## config.mk

```make
export PLATFORM = sky130hd
export DESIGN_NAME = bin_to_bcd_serial
export DESIGN_NICKNAME = d
export VERILOG_FILES = /design/src/rtl/bin_to_bcd_serial.sv
export SDC_FILE = /design/constraint.sdc
export NUM_CORES = 1
export LEC_CHECK = 0
export BUFFER_PORTS_ARGS = -buffer_cell sky130_fd_sc_hd__buf_2
export CAP_MARGIN = 25
export CORE_ASPECT_RATIO = 2
export CORE_MARGIN = 5
export CORE_UTILIZATION = 50
export DETAILED_ROUTE_END_ITERATION = 12
export PLACE_DENSITY_LB_ADDON = 0.3
export SYNTH_ARGS = -nofsm -noshare
export SYNTH_HDL_FRONTEND = slang
export SYNTH_SLANG_ARGS = --single-unit
```

## constraint.sdc

```tcl
create_clock -name clk -period 3 [get_ports clk]
set_clock_uncertainty 0.15 [all_clocks]
set_input_delay 0.3 -clock clk [delete_from_list [all_inputs] [get_ports clk]]
set_output_delay 0.3 -clock clk [all_outputs]
set_load 0.1 [all_outputs]
```

## src/rtl/bin_to_bcd_serial.sv

```systemverilog
// Serial double-dabble: unsigned binary to packed 8421 BCD, one bit per clock.
// Latency: BIN_W cycles busy, then one cycle done. Backpressure: enb=0 stalls; start ignored while busy.
// Result digits are always 0..9 and stay on bcd_out until the next done or reset.
module bin_to_bcd_serial #(
    parameter int BIN_W  = 8,
    parameter int DIGITS = 3
) (
    input  logic                  clk,
    input  logic                  rst,
    input  logic                  enb,
    input  logic                  start,
    input  logic [BIN_W-1:0]      bin_in,
    output logic                  busy,
    output logic                  done,
    output logic [4*DIGITS-1:0]   bcd_out
);

    function automatic longint unsigned pow10(input int n);
        longint unsigned p;
        p = 1;
        for (int i = 0; i < n; i++) p = p * 10;
        return p;
    endfunction

    localparam longint unsigned MAX_BIN = (64'd1 << BIN_W) - 64'd1;
    localparam int CNT_W = $clog2(BIN_W + 1);
    localparam int BCD_W = 4 * DIGITS;

    generate
        if (BIN_W < 1 || BIN_W > 16) begin : g_bad_bin_w
            $error("bin_to_bcd_serial: BIN_W must be in 1..16");
        end
        if (pow10(DIGITS) <= MAX_BIN) begin : g_bad_digits
            $error("bin_to_bcd_serial: DIGITS too small for BIN_W");
        end
    endgenerate

    typedef enum logic [1:0] {
        IDLE  = 2'd0,
        SHIFT = 2'd1,
        DONE  = 2'd2
    } state_t;

    state_t             state_q, state_d;
    logic [CNT_W-1:0]   cnt_q, cnt_d;
    logic [BIN_W-1:0]   sh_q, sh_d;
    logic [BCD_W-1:0]   scr_q, scr_d;
    logic [BCD_W-1:0]   bcd_q, bcd_d;
    logic               busy_q, done_q;
    logic [BCD_W-1:0]   adj;
    logic [BCD_W-1:0]   stepped;
    logic               accept;

    always_comb begin
        adj = scr_q;
        for (int k = 0; k < DIGITS; k++) begin
            if (scr_q[4*k +: 4] >= 4'd5) adj[4*k +: 4] = scr_q[4*k +: 4] + 4'd3;
        end
        stepped = {adj[BCD_W-2:0], sh_q[BIN_W-1]};
    end

    assign accept = enb && start && (state_q != SHIFT);

    always_comb begin
        state_d = state_q;
        cnt_d   = cnt_q;
        sh_d    = sh_q;
        scr_d   = scr_q;
        bcd_d   = bcd_q;
        case (state_q)
            IDLE: ;
            SHIFT: begin
                if (enb) begin
                    scr_d = stepped;
                    sh_d  = sh_q << 1;
                    cnt_d = cnt_q - CNT_W'(1);
                    if (cnt_q == CNT_W'(1)) begin
                        state_d = DONE;
                        bcd_d   = stepped;
                    end
                end
            end
            DONE:    state_d = IDLE;
            default: state_d = IDLE;
        endcase
        // A start in the DONE cycle chains straight into the next conversion.
        if (accept) begin
            state_d = SHIFT;
            sh_d    = bin_in;
            scr_d   = '0;
            cnt_d   = CNT_W'(BIN_W);
        end
    end

    always_ff @(posedge clk) begin
        if (rst) begin
            state_q <= IDLE;
            cnt_q   <= '0;
            sh_q    <= '0;
            scr_q   <= '0;
            bcd_q   <= '0;
            busy_q  <= 1'b0;
            done_q  <= 1'b0;
        end else begin
            state_q <= state_d;
            cnt_q   <= cnt_d;
            sh_q    <= sh_d;
            scr_q   <= scr_d;
            bcd_q   <= bcd_d;
            busy_q  <= (state_d == SHIFT);
            done_q  <= (state_d == DONE);
        end
    end

    assign busy    = busy_q;
    assign done    = done_q;
    assign bcd_out = bcd_q;

endmodule

```

==> results of run 1 <==
-- through the flow --
step                      hold WS (ps)  total power, mW  instance area (µm²)  worst slack [ps]  util, %
final                             87.1             1.07                 2090              1070     58.5
after global routing               112             1.12                 2090               920     58.5
after floorplan                    295            0.631                 1830              1380        -
after detailed placement           320            0.653                 1970              1080     55.3
after global placement             303            0.652                 1970              1110     55.3
after CTS                         86.5             1.09                 2090              1070     58.5
-- sequential cells by signal (all words and copies together) (netlist names) --
| name | flops |
|---|---|
| done | 1 |
| busy | 1 |
| bcd_out | 12 |
| scr_q | 12 |
| sh_q | 8 |
| cnt_q | 4 |
| state_q | 2 |
-- synthesized netlist by cell type --
master / n
nor2_1: 20
dfxtp_1: 40
nand3_1: 5
buf_2: 6
mux2i_1: 1
xnor2_1: 4
a22oi_1: 8
a211oi_1: 5
nand2_4: 1
xor2_1: 1
o21ai_0: 14
buf_1: 1
nand2_1: 28
ha_1: 8
a211oi_2: 2
nor2b_1: 1
a21oi_1: 15
and3b_1: 1
inv_1: 11
nand3b_1: 8
o21ai_2: 1
a311oi_2: 1
buf_6: 1
nand2b_1: 4
clkbuf_1: 5
o22ai_1: 12
nor4_1: 1
mux2_2: 3
nor4b_2: 1
nor3b_1: 4
-- power breakdown --
part | internal [mW] | total [mW] | switching, mW
clock network | 0.246 | 0.433 | 0.187
registers | 0.543 | 0.554 | 0.0113
logic | 0.0287 | 0.0860 | 0.0573
total | 0.818 | 1.07 | 0.255
-- routing by layer --
| layer | global-route usage [%] | part of all wire [%] | wire [µm] | vias to the layer above |
|---|---|---|---|---|
| li1 | - | - | - | 778 |
| met1 | 16.5 | 37 | 1450 | 729 |
| met2 | 33.0 | 56 | 2170 | 31 |
| met3 | 3.44 | 3.5 | 137 | 7 |
| met4 | 10.4 | 3.4 | 131 | 0 |
| met5 | 0 | 0 | 0 | - |
-- cell families (layout without fill, tap and decap cells) --
kind of cell,Yosys count,count (layout),share of synthesized area (%)
XOR/XNOR,5,5,2.40
AND/OR/NAND/NOR,74,74,20.1
flip-flops,40,40,43.8
buffers and inverters,24,46,5.75
AO/OA/AOI/OAI,58,58,20.1
multiplexers,4,4,2.40
adder cells (fa/ha/maj),8,8,5.48
-- final timing paths --
kind / from / end / slack [ps] / depth (start not counted)
min reg2reg: bcd_out[5]$_SDFFE_PP0P_ / bcd_out[5]$_SDFFE_PP0P_ / 330 / 2
min: bin_in[0] / sh_q[0]$_SDFFE_PP0P_ / 90 / 3
max: state_q[0]$_SDFF_PP0_ / bcd_out[0]$_SDFFE_PP0P_ / 1070 / 6
max reg2reg: state_q[0]$_SDFF_PP0_ / bcd_out[0]$_SDFFE_PP0P_ / 1070 / 6
-- critical path, delay by kind of cell, from the launching register on --
family	cells	cell delay, ps
simple gates	3	400
buf+inv	2	500
mux	1	220
flops	1	540
-- cell type report --
class / count / area [µm²] / area share (%)
clock buffer: 5 / 68.8 / 3.30
clock inverter: 3 / 42.5 / 2.04
inverter: 11 / 41.3 / 1.98
multi-input combinational: 149 / 931 / 44.6
sequential: 40 / 801 / 38.4
tap: 49 / 61.3 / 2.94
timing repair buffer: 27 / 140 / 6.72
==> results.cfg, run 1 <==
[run_status]
status = finished clean

[placement]
dp_hpwl_um = 2850
port_buffers = 25
place_inst = 276
gp_congestion = 0.751

[logic_synthesis]
syn-num-nets = 233
avgSynthCellArea_um2 = 8.58
yosysTopAreaCellShare_pct = 43.8
yosys-top-cells-area = dfxtp_1 (44%), nand2_1 (5.7%), ha_1 (5.5%)
synth_area_um2 = 1830
ys_ff_latch = 40
ys_seq_area_share_pct = 43.8
syn_inst = 213
ys_types = 30
synth_largest_area_cell = dfxtp_1
ys_warn_count = 0

[critical_path]
path_class = reg2reg
path_cells = nand3b_1 > buf_4 > nor4b_4 > buf_4 > mux2i_1 > nor2_1
crit_path_top_delay_cell = dfxtp_1
critPathLaunchType = register
crit_arrival_ps = 1960
critPathMaxFanout = 20
crit_required_ps = 3020
cp_common_cell = buf_4
cpPeakStageDelay_ps = 540
crit_path_end_kind = register

[clock_network]
ctsHoldBuffers = 0
post_cts_resized = 0
post_cts_buffers = 0
worstSkewPairLatency_ps = 300
clk_pin_slew_ps = 80
clockRootBuffer = clkbuf_8
cts.path.max_buffers = 2
cts_tree = yes
numCtsBuffers = 5
cts_sinks = 40
h-tree-depth = 2

[global_route]
grt_pass1_wl_um = 6530
first_global_vias = 1492
grt_max_degree = 21
grtUsageTotal_pct = 17.5
antenna_found_initial = 0
overflow = 0

[floorplan]
boundaryPins = 26
core_um2 = 3570
die_h_um = 95.5
die_x_um = 52.8
core.rowCount = 31
fp.dieArea_um2 = 5040
start_util_pct = 51.2

[sta]
tightest_slew_ps = 611
maxSlewHeadroom_pct = 59.2
fin_crit_sh_pct = 64.5
finalSetupTns_ps = 0
fmax_mhz = 517
drv_slew = 0
hold_violations = 0
setup_violations = 0
fin_crit_ps = 1930
rsz0062_at_grt = false

[detailed_routing]
wl_um = 3880
viasPerCell = 5.44
ant_nets = 0
drc = 0
dr.pass1.iters = 4
vias = 1545
wl_per_cell_um = 13.7
dr.first_iter.drc_count = 40

[job]
drv_cap = 0

[final_layout]
fin_cells = 284
antenna_cells = 0
final_common_cell = dfxtp_1
area_delta_synth_final_pct = 14.1
fillerInstances = 356
final_layout_size_suffix_gt1_share_pct = 18.7
layout.nets = 254
final_cell_mix = dfxtp_1 (40), nand2_1 (28), buf_2 (25)

[power_and_ir_drop]
vdd_ir_drop_max_mv = 0.388
power_leakage_nw = 0.802
power_density_nw_per_um2 = 514

[min_path]
min_path_type = in2reg
(Power assumes the default switching activity.)
==> inputs of run 2 (changes only) <==
==> constraint.sdc (replaced) <==
create_clock -name clk -period 1.7 [get_ports clk]
set_clock_uncertainty 0.15 [all_clocks]
set_input_delay 0.17 -clock clk [delete_from_list [all_inputs] [get_ports clk]]
set_output_delay 0.17 -clock clk [all_outputs]
set_load 0.1 [all_outputs]
==> run 2 against run 1 <==
Final area increased by 12%. Critical path depth unchanged. Flip-flop and latch count unchanged. Worst setup slack got worse by 990 ps. Count of clock-buffer cells in the layout unchanged. Register-to-register slack got worse by 990 ps. Die area unchanged. Global-route usage increased by 1.2 points.
==> results.cfg, run 2 (synthesized netlist as in run 1, its figures left out) <==
[floorplan]
core_um2 = 3570
start_util_pct = 51.2
boundaryPins = 26
die_x_um = 52.8
fp.dieArea_um2 = 5040
core.rowCount = 31
die_h_um = 95.5

[min_path]
whs_endpoint = busy$_SDFF_PP0_
min_path_type = in2reg
holdPathStages = 3
holdCritStartpoint = start

[critical_path]
crit_arrival_ps = 1690
path_class = reg2reg
crit_start = scr_q[9]$_SDFFE_PP0P_
crit_required_ps = 1770
critPathLaunchType = register
crit_path_end_kind = register
critPathMaxFanout = 3
reg2reg_slack_ps = 80
r2r_end = bcd_out[10]$_SDFFE_PP0P_
r2r_cells = 6
reg2reg_from = scr_q[9]$_SDFFE_PP0P_

[clock_network]
clockRootBuffer = clkbuf_8
clk_pin_slew_ps = 80
h-tree-depth = 2
worstSkewPairLatency_ps = 290
cts.path.max_buffers = 2
numCtsBuffers = 5
cts_sinks = 40
cts_tree = yes

[run_status]
status = finished clean

[detailed_routing]
dr.first_iter.drc_count = 36
wl_per_cell_um = 14.1
wl_um = 4320
ant_nets = 0
drc = 0
viasPerCell = 5.48
dr.pass1.iters = 4
vias = 1671

[placement]
gp_congestion = 0.773
port_buffers = 25
place_inst = 292
dp_hpwl_um = 3090
place_ws_ps = -11.8
dpl-instance-area_um2 = 2110

[final_layout]
multi_input_area_um2 = 975
layout.nets = 276
finalCoreUtilization_pct = 65.4
fin_cells = 305
final_common_cell = dfxtp_1
antenna_cells = 0
regArea_um2 = 806
final_cell_area_um2 = 2330
fillerInstances = 319
final_layout_size_suffix_gt1_share_pct = 29.3
final_cell_mix = dfxtp_1 (36), nand2_1 (28), buf_2 (25)
area_delta_synth_final_pct = 27.6

[sta]
maxSlewHeadroom_pct = 67.7
fmax_mhz = 616
setup_violations = 0
timing.final.ws_setup_ps = 76.1
fin_crit_sh_pct = 95.5
drv_slew = 0
fin_crit_ps = 1620
tightest_slew_ps = 488
hold_slack_ps = 129
hold_violations = 0

[global_route]
overflow = 0
antenna_found_initial = 0
grt_max_degree = 18
grtUsageTotal_pct = 18.7
first_global_vias = 1606
grt_pass1_wl_um = 6980

[power_and_ir_drop]
power_leakage_nw = 0.947
vdd_ir_drop_max_mv = 0.968
power_density_nw_per_um2 = 889

[job]
drv_cap = 0
run 2: per-layer routing:
layer	part of all wire, %	GRT usage [%]	vias to the layer above
li1	-	-	822
met1	38	18.0	799
met2	55	35.2	38
met3	3.7	3.76	12
met4	3.6	10.0	0
met5	0	0	-
run 2: cell type report:
| type | instances | share of cell area, % |
|---|---|---|
| clock buffer | 5 | 2.95 |
| multi-input combinational | 149 | 41.8 |
| sequential | 40 | 34.5 |
| clock inverter | 2 | 2.58 |
| timing repair buffer | 49 | 13.7 |
| tap | 49 | 2.63 |
| inverter | 11 | 1.77 |
run 2: how the worst max path moves through the flow:
stage	slack, ps	cells past startpoint	endpoint
after global placement	50	6	bcd_out[6]$_SDFFE_PP0P_
after floorplan	80	6	bcd_out[6]$_SDFFE_PP0P_
final	80	6	bcd_out[10]$_SDFFE_PP0P_
after detailed placement	-10	6	bcd_out[2]$_SDFFE_PP0P_
after CTS	10	6	bcd_out[6]$_SDFFE_PP0P_
after global routing	-20	7	scr_q[5]$_SDFFE_PP0P_
run 2: worst max-delay path, stage by stage (launching register included):
cell      delay, ps
dfxtp_1         340
inv_1            60
ha_1            170
nand2b_1        150
a21oi_2         150
mux2_2          370
o22ai_1         170
run 2: per-stage QoR:
stage | total power [mW] | setup TNS (ps)
floorplan | 1.11 | 0
global placement | 1.18 | 0
detailed placement | 1.18 | -11.8
CTS | 2.08 | 0
global route | 2.15 | -33.8
finish | 2.07 | 0
run 2: timing repair:
action / 4_1_cts / 5_1_grt
endpoints found under the hold margin: 1 / 0
setup buffers: 0 / 5
resized for setup: 2 / 11
hold buffers: 1 / 0
pin swaps: 0 / 4
setup endpoints to repair: 3 / 13
run 2: power breakdown:
part | switching, mW | internal [mW] | leakage (nW) | total, mW
clock | 0.331 | 0.578 | 0.0642 | 0.908
combinational | 0.114 | 0.0743 | 0.556 | 0.189
sequential | 0.0177 | 0.959 | 0.326 | 0.976
total | 0.463 | 1.61 | 0.947 | 2.07
==> inputs of run 3 (changes only) <==
--- a/config.mk
+++ b/config.mk
@@ -7,9 +7,12 @@
 export LEC_CHECK = 0
 export BUFFER_PORTS_ARGS = -buffer_cell sky130_fd_sc_hd__buf_2
 export CAP_MARGIN = 25
+export CELL_PAD_IN_SITES_DETAIL_PLACEMENT = 0
+export CELL_PAD_IN_SITES_GLOBAL_PLACEMENT = 1
 export CORE_ASPECT_RATIO = 2
 export CORE_MARGIN = 5
-export CORE_UTILIZATION = 50
+export CORE_UTILIZATION = 38
+export CTS_CLUSTER_DIAMETER = 150
 export DETAILED_ROUTE_END_ITERATION = 12
 export PLACE_DENSITY_LB_ADDON = 0.3
 export SYNTH_ARGS = -nofsm -noshare
==> run 3 against run 2 <==
Power fell by 7.2%. Flip-flop and latch count did not move. Sequential power barely moved. Clock power fell by 16%. Register-to-register slack barely moved. Final cell count rose by 0.66%. Final area fell by 2.9%. Non-clock buffer count fell by 5. Die area rose by 27%. Global-route usage fell by 4.0 points. Count of clock-buffer cells in the layout rose by 1. Largest cell class unchanged. Largest power group unchanged.
==> results.cfg, run 3 (synthesized netlist as in run 1, its figures left out) <==
[clock_network]
clockRootBuffer = clkbuf_8
cts_sinks = 40
post_cts_buffers = 0
cts.path.max_buffers = 2
cts_tree = yes
h-tree-depth = 2
numCtsBuffers = 5
clk_pin_slew_ps = 80
worstSkewPairLatency_ps = 290

[detailed_routing]
dr_wl_met3_um = 143
wl_um = 4250
wl_met2_um = 2420
wl_met1_um = 1630
dr.pass1.iters = 5
viasPerCell = 5.19
ant_nets = 0
dr.first_iter.drc_count = 26
vias = 1594
drc = 0
wl_per_cell_um = 13.8
top_layer = met4

[critical_path]
critPathLaunchType = register
crit_path_end_kind = register
crit_arrival_ps = 1680
critPathMaxFanout = 3
r2r_cells = 6
path_class = reg2reg
crit_required_ps = 1770

[sta]
hold_violations = 0
fin_crit_ps = 1610
setup_violations = 0
fmax_mhz = 620
tightest_slew_ps = 488
fin_crit_sh_pct = 94.9
timing.final.ws_setup_ps = 86.2
maxSlewHeadroom_pct = 67.7
drv_slew = 0

[final_layout]
final_cell_mix = dfxtp_1 (38), nand2_1 (28), buf_2 (25)
final_layout_size_suffix_gt1_share_pct = 26.2
regArea_um2 = 803
fin_cells = 307
antenna_cells = 0
final_common_cell = dfxtp_1
multi_input_area_um2 = 961
finalCoreUtilization_pct = 48.8
layout.nets = 271
area_delta_synth_final_pct = 23.9
fillerInstances = 493

[floorplan]
boundaryPins = 26
start_util_pct = 39.4
die_x_um = 59.0
core_um2 = 4640
fp.dieArea_um2 = 6380
die_h_um = 108
core.rowCount = 35

[placement]
dp_hpwl_um = 3240
place_inst = 298
gp_congestion = 0.773
place_ws_ps = 37.1
port_buffers = 25

[min_path]
holdPathStages = 4
min_path_type = in2reg

[global_route]
grt_max_degree = 18
overflow = 0
grtUsageTotal_pct = 14.7
grt_pass1_wl_um = 7310
first_global_vias = 1609
antenna_found_initial = 0

[run_status]
status = finished clean

[power_and_ir_drop]
p_total_mw = 1.92
power_density_nw_per_um2 = 850
power_leakage_nw = 0.902
vdd_ir_drop_max_mv = 0.646

[job]
drv_cap = 0
[run 3: cell types whose count changed in the layout (fill, tap and decap cells not counted), moves of 2 or more]
cell     previous run  this run
buf_4              22        17
o22ai_2             2         0
dfxtp_1            36        38
o22ai_1            10        12
dfxtp_2             4         2
[run 3: final timing paths]
path | slack, ps | end | startpoint
setup reg to reg | 90 | bcd_out[2]$_SDFFE_PP0P_ | scr_q[1]$_SDFFE_PP0P_
hold reg to reg | 320 | scr_q[9]$_SDFFE_PP0P_ | scr_q[9]$_SDFFE_PP0P_
setup / recovery | 90 | bcd_out[2]$_SDFFE_PP0P_ | scr_q[1]$_SDFFE_PP0P_
hold / removal | 100 | bcd_out[10]$_SDFFE_PP0P_ | rst
[run 3: area by class of cell]
class,count,share of cell area [%]
repair buffers,44,12.5
clock buffers,6,3.20
multi-input cells,149,42.4
inverters,11,1.82
flip-flops and latches,40,35.5
clock inverters,2,1.55
well taps,55,3.04
[run 3: worst max-delay path, cell delays in order (launching register included)]
cell and delay, ps:
dfxtp_2 340, inv_1 60, ha_1 170, nand2b_1 160, a21oi_2 160, mux2_2 370
o22ai_1 140
[run 3: repair_timing]
action / in CTS / in global routing
hold buffers: 1 / 0
setup endpoints to repair: 0 / 10
hold endpoints to repair: 1 / 0
gates resized for setup: 0 / 9
[run 3: layer usage]
metal,track usage [%],up-vias
met5,0,-
met4,5.19,0
met3,3.11,7
met2,27.1,23
met1,16.0,752
li1,-,812
[run 3: through the flow]
stage	cell area [µm²]	hold WS (ps)	TNS, ps
after global routing	2260	157	-4.27
final	2260	95.4	0
after global placement	2110	261	0
after CTS	2230	94.0	0
after detailed placement	2110	267	0
after floorplan	1830	168	0
[run 3: power by group]
group          internal [mW]  switching, mW
logic                 0.0722          0.114
registers              0.958         0.0162
clock network          0.436          0.328
total                   1.47          0.459
